`src/rtl/dct_transpose_buffer_if.sv`:
```
// rtl/dct_transpose_buffer_if.sv - row-in / column-out handshake bundle for the transpose buffer
interface dct_transpose_buffer_if #(
    parameter int SIZE = 10
);
    logic                in_valid;
    logic                in_ready;
    logic [8*SIZE-1:0]   in_row;
    logic                out_valid;
    logic                out_ready;
    logic [8*SIZE-1:0]   out_col;
    logic                out_last;

    // Upstream/downstream side (drives rows and column ready)
    modport master (
        output in_valid,
        output in_row,
        output out_ready,
        input  in_ready,
        input  out_valid,
        input  out_col,
        input  out_last
    );

    // Buffer side
    modport slave (
        input  in_valid,
        input  in_row,
        input  out_ready,
        output in_ready,
        output out_valid,
        output out_col,
        output out_last
    );
endinterface

```
`src/rtl/dct_transpose_buffer.sv`:
```
// rtl/dct_transpose_buffer.sv - ping-pong 8x8 transpose memory between row and column DCT stages
module dct_transpose_buffer #(
    parameter int SIZE = 10
) (
    input  logic                    clk,
    input  logic                    rst,
    dct_transpose_buffer_if.slave   bus
);

    typedef enum logic [1:0] {
        BANK_EMPTY   = 2'd0,
        BANK_FILLING = 2'd1,
        BANK_FULL    = 2'd2
    } bank_state_e;

    // Storage: [bank][row] holds one packed row of 8 lanes
    logic [8*SIZE-1:0] mem_q [2][8];
    logic [8*SIZE-1:0] mem_d [2][8];

    bank_state_e bank_state_q [2];
    bank_state_e bank_state_d [2];

    logic       wr_bank_q, wr_bank_d;
    logic [2:0] wr_row_q,  wr_row_d;
    logic       rd_bank_q, rd_bank_d;
    logic [2:0] rd_col_q,  rd_col_d;

    logic              in_ready;
    logic              out_valid;
    logic              wr_accept;
    logic              rd_beat;
    logic [8*SIZE-1:0] col_mux;

    // Handshake qualifiers: both come only from registered bank state
    always_comb begin
        in_ready  = (bank_state_q[wr_bank_q] != BANK_FULL);
        out_valid = (bank_state_q[rd_bank_q] == BANK_FULL);
        wr_accept = bus.in_valid && in_ready;
        rd_beat   = out_valid && bus.out_ready;
    end

    // Column read mux: lane k takes element rd_col of stored row k
    always_comb begin
        col_mux = '0;
        for (int k = 0; k < 8; k++) begin
            col_mux[k*SIZE +: SIZE] = mem_q[rd_bank_q][k][int'(rd_col_q)*SIZE +: SIZE];
        end
    end

    // Output drive; column is forced to zero when nothing is presented
    always_comb begin
        bus.in_ready  = in_ready;
        bus.out_valid = out_valid;
        bus.out_col   = out_valid ? col_mux : '0;
        bus.out_last  = out_valid && (rd_col_q == 3'd7);
    end

    // Row write into the bank currently being filled
    always_comb begin
        mem_d = mem_q;
        if (wr_accept) begin
            mem_d[wr_bank_q][wr_row_q] = bus.in_row;
        end
    end

    // Write and read pointers; each bank pointer flips as its block completes
    always_comb begin
        wr_bank_d = wr_bank_q;
        wr_row_d  = wr_row_q;
        rd_bank_d = rd_bank_q;
        rd_col_d  = rd_col_q;
        if (wr_accept) begin
            wr_row_d = wr_row_q + 3'd1;
            if (wr_row_q == 3'd7) begin
                wr_bank_d = ~wr_bank_q;
            end
        end
        if (rd_beat) begin
            rd_col_d = rd_col_q + 3'd1;
            if (rd_col_q == 3'd7) begin
                rd_bank_d = ~rd_bank_q;
            end
        end
    end

    // Per-bank lifecycle: EMPTY -> FILLING -> FULL -> EMPTY
    always_comb begin
        for (int b = 0; b < 2; b++) begin
            bank_state_d[b] = bank_state_q[b];
            case (bank_state_q[b])
                BANK_EMPTY: begin
                    if (wr_accept && (wr_bank_q == 1'(b))) begin
                        bank_state_d[b] = BANK_FILLING;
                    end
                end
                BANK_FILLING: begin
                    if (wr_accept && (wr_bank_q == 1'(b)) && (wr_row_q == 3'd7)) begin
                        bank_state_d[b] = BANK_FULL;
                    end
                end
                BANK_FULL: begin
                    if (rd_beat && (rd_bank_q == 1'(b)) && (rd_col_q == 3'd7)) begin
                        bank_state_d[b] = BANK_EMPTY;
                    end
                end
                default: bank_state_d[b] = BANK_EMPTY;
            endcase
        end
    end

    // State registers; reset discards every stored block and clears storage
    always_ff @(posedge clk or negedge rst) begin
        if (!rst) begin
            wr_bank_q <= 1'b0;
            wr_row_q  <= 3'd0;
            rd_bank_q <= 1'b0;
            rd_col_q  <= 3'd0;
            for (int b = 0; b < 2; b++) begin
                bank_state_q[b] <= BANK_EMPTY;
                for (int r = 0; r < 8; r++) begin
                    mem_q[b][r] <= '0;
                end
            end
        end else begin
            wr_bank_q    <= wr_bank_d;
            wr_row_q     <= wr_row_d;
            rd_bank_q    <= rd_bank_d;
            rd_col_q     <= rd_col_d;
            bank_state_q <= bank_state_d;
            mem_q        <= mem_d;
        end
    end

endmodule

```
`src/flat_wrapper.sv`:
```
// flat-port wrapper written by rule: the top's interface ports become plain ports
module dct_transpose_buffer_flat 
#(
    parameter int SIZE = 10
)
  (clk, rst, bus_in_valid, bus_in_row, bus_out_ready, bus_in_ready, bus_out_valid, bus_out_col, bus_out_last);
  dct_transpose_buffer_if #(.SIZE(SIZE)) bus_i ();
  input  logic clk;
  input  logic rst;
  input wire logic [$bits(bus_i.in_valid)-1:0] bus_in_valid;
  input wire logic [$bits(bus_i.in_row)-1:0] bus_in_row;
  input wire logic [$bits(bus_i.out_ready)-1:0] bus_out_ready;
  output wire logic [$bits(bus_i.in_ready)-1:0] bus_in_ready;
  output wire logic [$bits(bus_i.out_valid)-1:0] bus_out_valid;
  output wire logic [$bits(bus_i.out_col)-1:0] bus_out_col;
  output wire logic [$bits(bus_i.out_last)-1:0] bus_out_last;
  assign bus_i.in_valid = bus_in_valid;
  assign bus_i.in_row = bus_in_row;
  assign bus_i.out_ready = bus_out_ready;
  assign bus_in_ready = bus_i.in_ready;
  assign bus_out_valid = bus_i.out_valid;
  assign bus_out_col = bus_i.out_col;
  assign bus_out_last = bus_i.out_last;
  dct_transpose_buffer #(.SIZE(SIZE)) u_core (.clk(clk), .rst(rst), .bus(bus_i));
endmodule
```
`config.mk`:
```
export PLATFORM = sky130hd
export DESIGN_NAME = dct_transpose_buffer_flat
export DESIGN_NICKNAME = d
export VERILOG_FILES = /design/src/rtl/dct_transpose_buffer_if.sv /design/src/rtl/dct_transpose_buffer.sv /design/src/flat_wrapper.sv
export SDC_FILE = /design/constraint.sdc
export NUM_CORES = 2
export LEC_CHECK = 0
export CORE_MARGIN = 2
export CORE_UTILIZATION = 40
export DETAILED_ROUTE_END_ITERATION = 16
export PLACE_DENSITY = 0.53
export SETUP_SLACK_MARGIN = 0.3
export SYNTH_ARGS = -nofsm -noshare
export SYNTH_HDL_FRONTEND = slang
export SYNTH_SLANG_ARGS = --single-unit
```
`constraint.sdc`:
```
create_clock -name clk -period 4.3 [get_ports clk]
set_clock_uncertainty 0.2 [all_clocks]
set_input_delay 0.43 -clock clk [delete_from_list [all_inputs] [get_ports clk]]
set_output_delay 0.43 -clock clk [all_outputs]
set_load 0.01 [all_outputs]
```
==> impl_summary.md <==
Status
The flow ran to the end, and the final reports show no timing, DRC or antenna violations.

Synth
The complex-gate fraction of the synthesized area is 1.86%. In this run, distinct cell masters in the synthesized netlist total 41. The top-area cell type share of the netlist area is 55.5%. The xor/xnor cell area share of the yosys netlist is 0.0301%. The post-synthesis cell count is 3528. The synthesized netlist devotes 0.0860% of its cell area to adder and majority cells. The combinational family with the most area after synthesis is multiplexers. Of the post-synthesis cell area, the part taken by muxes is 38.6%.

The synthesized design spends more area on one cell type than any other, namely dfrtp_1. The count of warnings emitted by yosys is 0. The synthesized design contains 1292 register bits. Counting flops with an async set or reset pin after synthesis yields a share of 100%. After synthesis, the cell types taking the most area are dfrtp_1, mux2_2, mux4_2. Of the total synthesized cell area, the portion taken by AND, OR, NAND and NOR gates is 0.757%.

For this run, the leading register cell type out of synthesis is dfrtp_1. In this run, synthesis inferred 0 flip-flops with an integrated enable. The synthesized netlist occupies a cell area of 58200 um2.

For this run, the register share of the synthesized area comes to 55.5%. The average cell area after synthesis is 16.5 um2. The total nets after synthesis is 3616.

Job
Across the run, the number of max-cap violations was 0.

STA
At the pin with the least slew margin, the transition time is 1.24 ns. Headroom to the max-slew limit came out at 17.2%. The total negative slack is 0 ns.

The count of pins over their slew limit is 0. The shortest period the worst path allows is 4.01 ns. The hold violation total from the final report came to 0. Based on the critical path, the design can be clocked at up to 249 MHz.

Setup repair after global routing could not meet its margin everywhere. Of the available clock period, the critical path in the final layout requires 93.4%. Setup violations remaining at the end of the flow were counted as 0.

Global route
Summed over all layers, the global routing overflow is 0. The met3 track utilization from global routing is 4.45%. The number of antenna violations at the first check in global routing was 31. The pin count of the biggest net entering global routing is 122. The met2 track demand over resource is 41.9%.

The most congested layer reported by global routing is met2. The global-route track usage on met1 is 33.3%. Across every metal layer, demand over resource in global routing totals 25.0%. The first global-routing pass estimated 267000 um of wire. The number of global-route vias before repair is 36737.

Pwr
The worst voltage drop across the vdd grid is 0.369 mV. Summed over all cells, the static leakage comes to 32.1 nW. The total power density per cell area is 378 nW/um2.

Layout
The final-stage net count is 3848. In the final layout, the share of cells above drive strength 1 is 52.6%. The filler cells instantiated in the layout total 12184. The top cell types in the final layout, fill and taps aside, are dfrtp_1, mux2_2, mux4_2. With fillers left out, the area of the finished cells amounts to 68700 um2. From synthesis to final layout, the design area changed by 18.0%.

Leaving out fill and tap cells, the most frequent cell in the layout is dfrtp_1.

Drt
In the final routed layout, each cell accounts on average for 31.8 um. The final layout contains routed wiring with a total length of 184000 um. The DRC violations left is 0.

For this block, the initial DRC count from the detailed router was 2084. In this run the remaining antenna-violating nets after routing total 0. The via count is 33583. In the routed layout, each cell is associated on average with a via count of 5.81. The first-pass iteration count of the detailed router is 5.

Clock tree
Counting along the longest clock path gives a buffer depth of 3. The clock tree synthesis step divided the H-tree into 4 levels. CTS saw 1292 sinks. The number of buffers added by the clock tree synthesis step is 147. The clock reaches the later pin of the worst-skew pair after 0.75 ns. The buffer type at the clock tree root is clkbuf_16. TritonCTS built the clock tree. The clock slew at the register clock pins of the worst setup and hold paths is 0.05 ns.

Placement
The total cell area at the placement stage is 62200 um2. The placer congestion estimate is 0.759. The detailed placement HPWL is 113000 um.

The count of port buffers added during placement is 166.

Die
The standard cell core area is 144000 um2. The overall die area is 149000 um2. The total I/O pin count is 167. The initial core utilization is 40.4%. The site row count is 139.

In this run the vertical extent of the chip is 385 um. From left edge to right edge, the die measures 385 um.

Worst setup path
The endpoint required time on the critical path is 3.67 ns. The setup slack on the worst flop-to-flop path is 1.49 ns. The slowest stage of the critical path is the mux4_2 cell.

The number of cell instances on the worst register-to-register path is 3. The most critical setup path has its startpoint at u_core.rd_col_q[0]$_DFFE_PN0N_. The critical path class is reg2out. Along the worst path, the maximum fanout reaches 10. The worst register-to-register path begins at u_core.wr_row_q[1]$_DFFE_PN0P_. In this design, the stage delay of the slowest critical-path cell is 0.51 ns. The critical register-to-register path endpoint is u_core.mem_q[247]$_DFFE_PN0P_.

The end point of the critical path is bus_out_col[76]. The critical path arrival is 3.38 ns. Walking the worst path, the cells encountered are buf_4 > buf_12 > buf_16 > buf_16 > mux4_2 > a22oi_1 > o21ai_0 > clkdlybuf4s50_1. The cell occurring most often along the worst timing path is buf_16.

The capturing element type of the critical path is an output port. The category of the worst setup path launch point is a register.

Min path
In this run the worst hold path is classified as in2async.
how the worst min path moves through the flow:
| stage | startpoint | end | slack [ns] | cells past startpoint |
|---|---|---|---|---|
| floorplan | rst | u_core.bank_state_q[0]$_DFFE_PN0P_ | -0.07 | 0 |
| global placement | u_core.mem_q[184]$_DFFE_PN0P_ | u_core.mem_q[184]$_DFFE_PN0P_ | 0.26 | 1 |
| detailed placement | u_core.mem_q[225]$_DFFE_PN0P_ | u_core.mem_q[225]$_DFFE_PN0P_ | 0.27 | 1 |
| CTS | rst | u_core.mem_q[826]$_DFFE_PN0P_ | 0.15 | 2 |
| global route | rst | u_core.mem_q[826]$_DFFE_PN0P_ | 0.09 | 2 |
| finish | rst | u_core.mem_q[196]$_DFFE_PN0P_ | 0.04 | 2 |
per-layer routing:
layer	wire length, um	up-vias	share of wire, %
met5	53	-	0.029
met1	79600	18825	43
met4	4980	10	2.7
met2	91500	750	50
met3	7570	263	4.1
li1	-	13735	-
sequential cells by signal, summed over array words and instances (netlist names):
register	count
u_core.mem_q	1280
u_core.bank_state_q	4
u_core.rd_col_q	3
u_core.wr_row_q	3
u_core.rd_bank_q	1
u_core.wr_bank_q	1
kinds of logic (layout without fill, tap and decap cells):
logic type	Yosys count	count (layout)
buffers and inverters	324	657
and+or+nand+nor	50	51
AOI/OAI and AO/OA	172	172
other	0	11
muxes	1684	1684
DFF	1292	1292
xor gates and xnor gates	2	2
adders and majority gates	4	4
final cells by class:
class	instances	area (um2)	share of cell area, %
Sequential cell	1292	32300	47.1
Multi-Input combinational cell	1913	24400	35.6
Timing Repair Buffer	405	4660	6.78
Clock buffer	214	4370	6.36
Tap cell	1903	2380	3.47
Clock inverter	37	469	0.683
Antenna cell	11	27.5	0.0401
Inverter	1	3.75	0.00547
per-stage QoR:
stage | util (%) | instances | setup slack, ns | hold slack, ns | total power [mW]
after global routing | 47.7 | 5770 | 0.165 | 0.0904 | 26.9
after detailed placement | 43.2 | 5424 | 0.395 | 0.269 | 13.6
after floorplan | - | 3528 | 1.76 | -0.0656 | 12.9
after global placement | 43.2 | 5424 | 0.424 | 0.262 | 13.5
after CTS | 47.4 | 5739 | 0.160 | 0.146 | 26.3
final | 47.7 | 5776 | 0.285 | 0.0353 | 26.0
cells in the mapped netlist (all sizes together), types with 2 or more instances:
cell and instances:
a22oi 79, and2 3, buf 165, clkbuf 158, dfrtp 1292, ha 4
mux2 1284, mux2i 80, mux4 320, nand2 3, nand2b 5, nand4 9
nor2 4, nor2b 6, nor3b 2, nor4 8, nor4bb 2, o21ai 85
or2 2, xnor2 2
worst max-delay path: cells and delay by family (launching register included):
kind            cells  cell delay, ns
flops               1            0.42
buf+inv             5            1.20
mux                 1            0.51
compound gates      2            0.48
timing repair:
item                                    4_1_cts  5_1_grt
hold buffers                                  1        0
pin swaps                                     8        2
buffers inserted                             47       25
endpoints found under the setup margin       79       38
gates cloned                                 16        1
gates resized for setup                     145       48
endpoints found under the hold margin        98        0
report_power, final:
group	internal (mW)	switching [mW]	total, mW	leakage (nW)
Sequential	12.3	0.0791	12.4	17.7
Clock	7.60	5.01	12.6	2.39
Combinational	0.300	0.671	0.970	12.0
Total	20.2	5.76	26.0	32.1
Note: power is estimated with default switching activity, not from simulation.
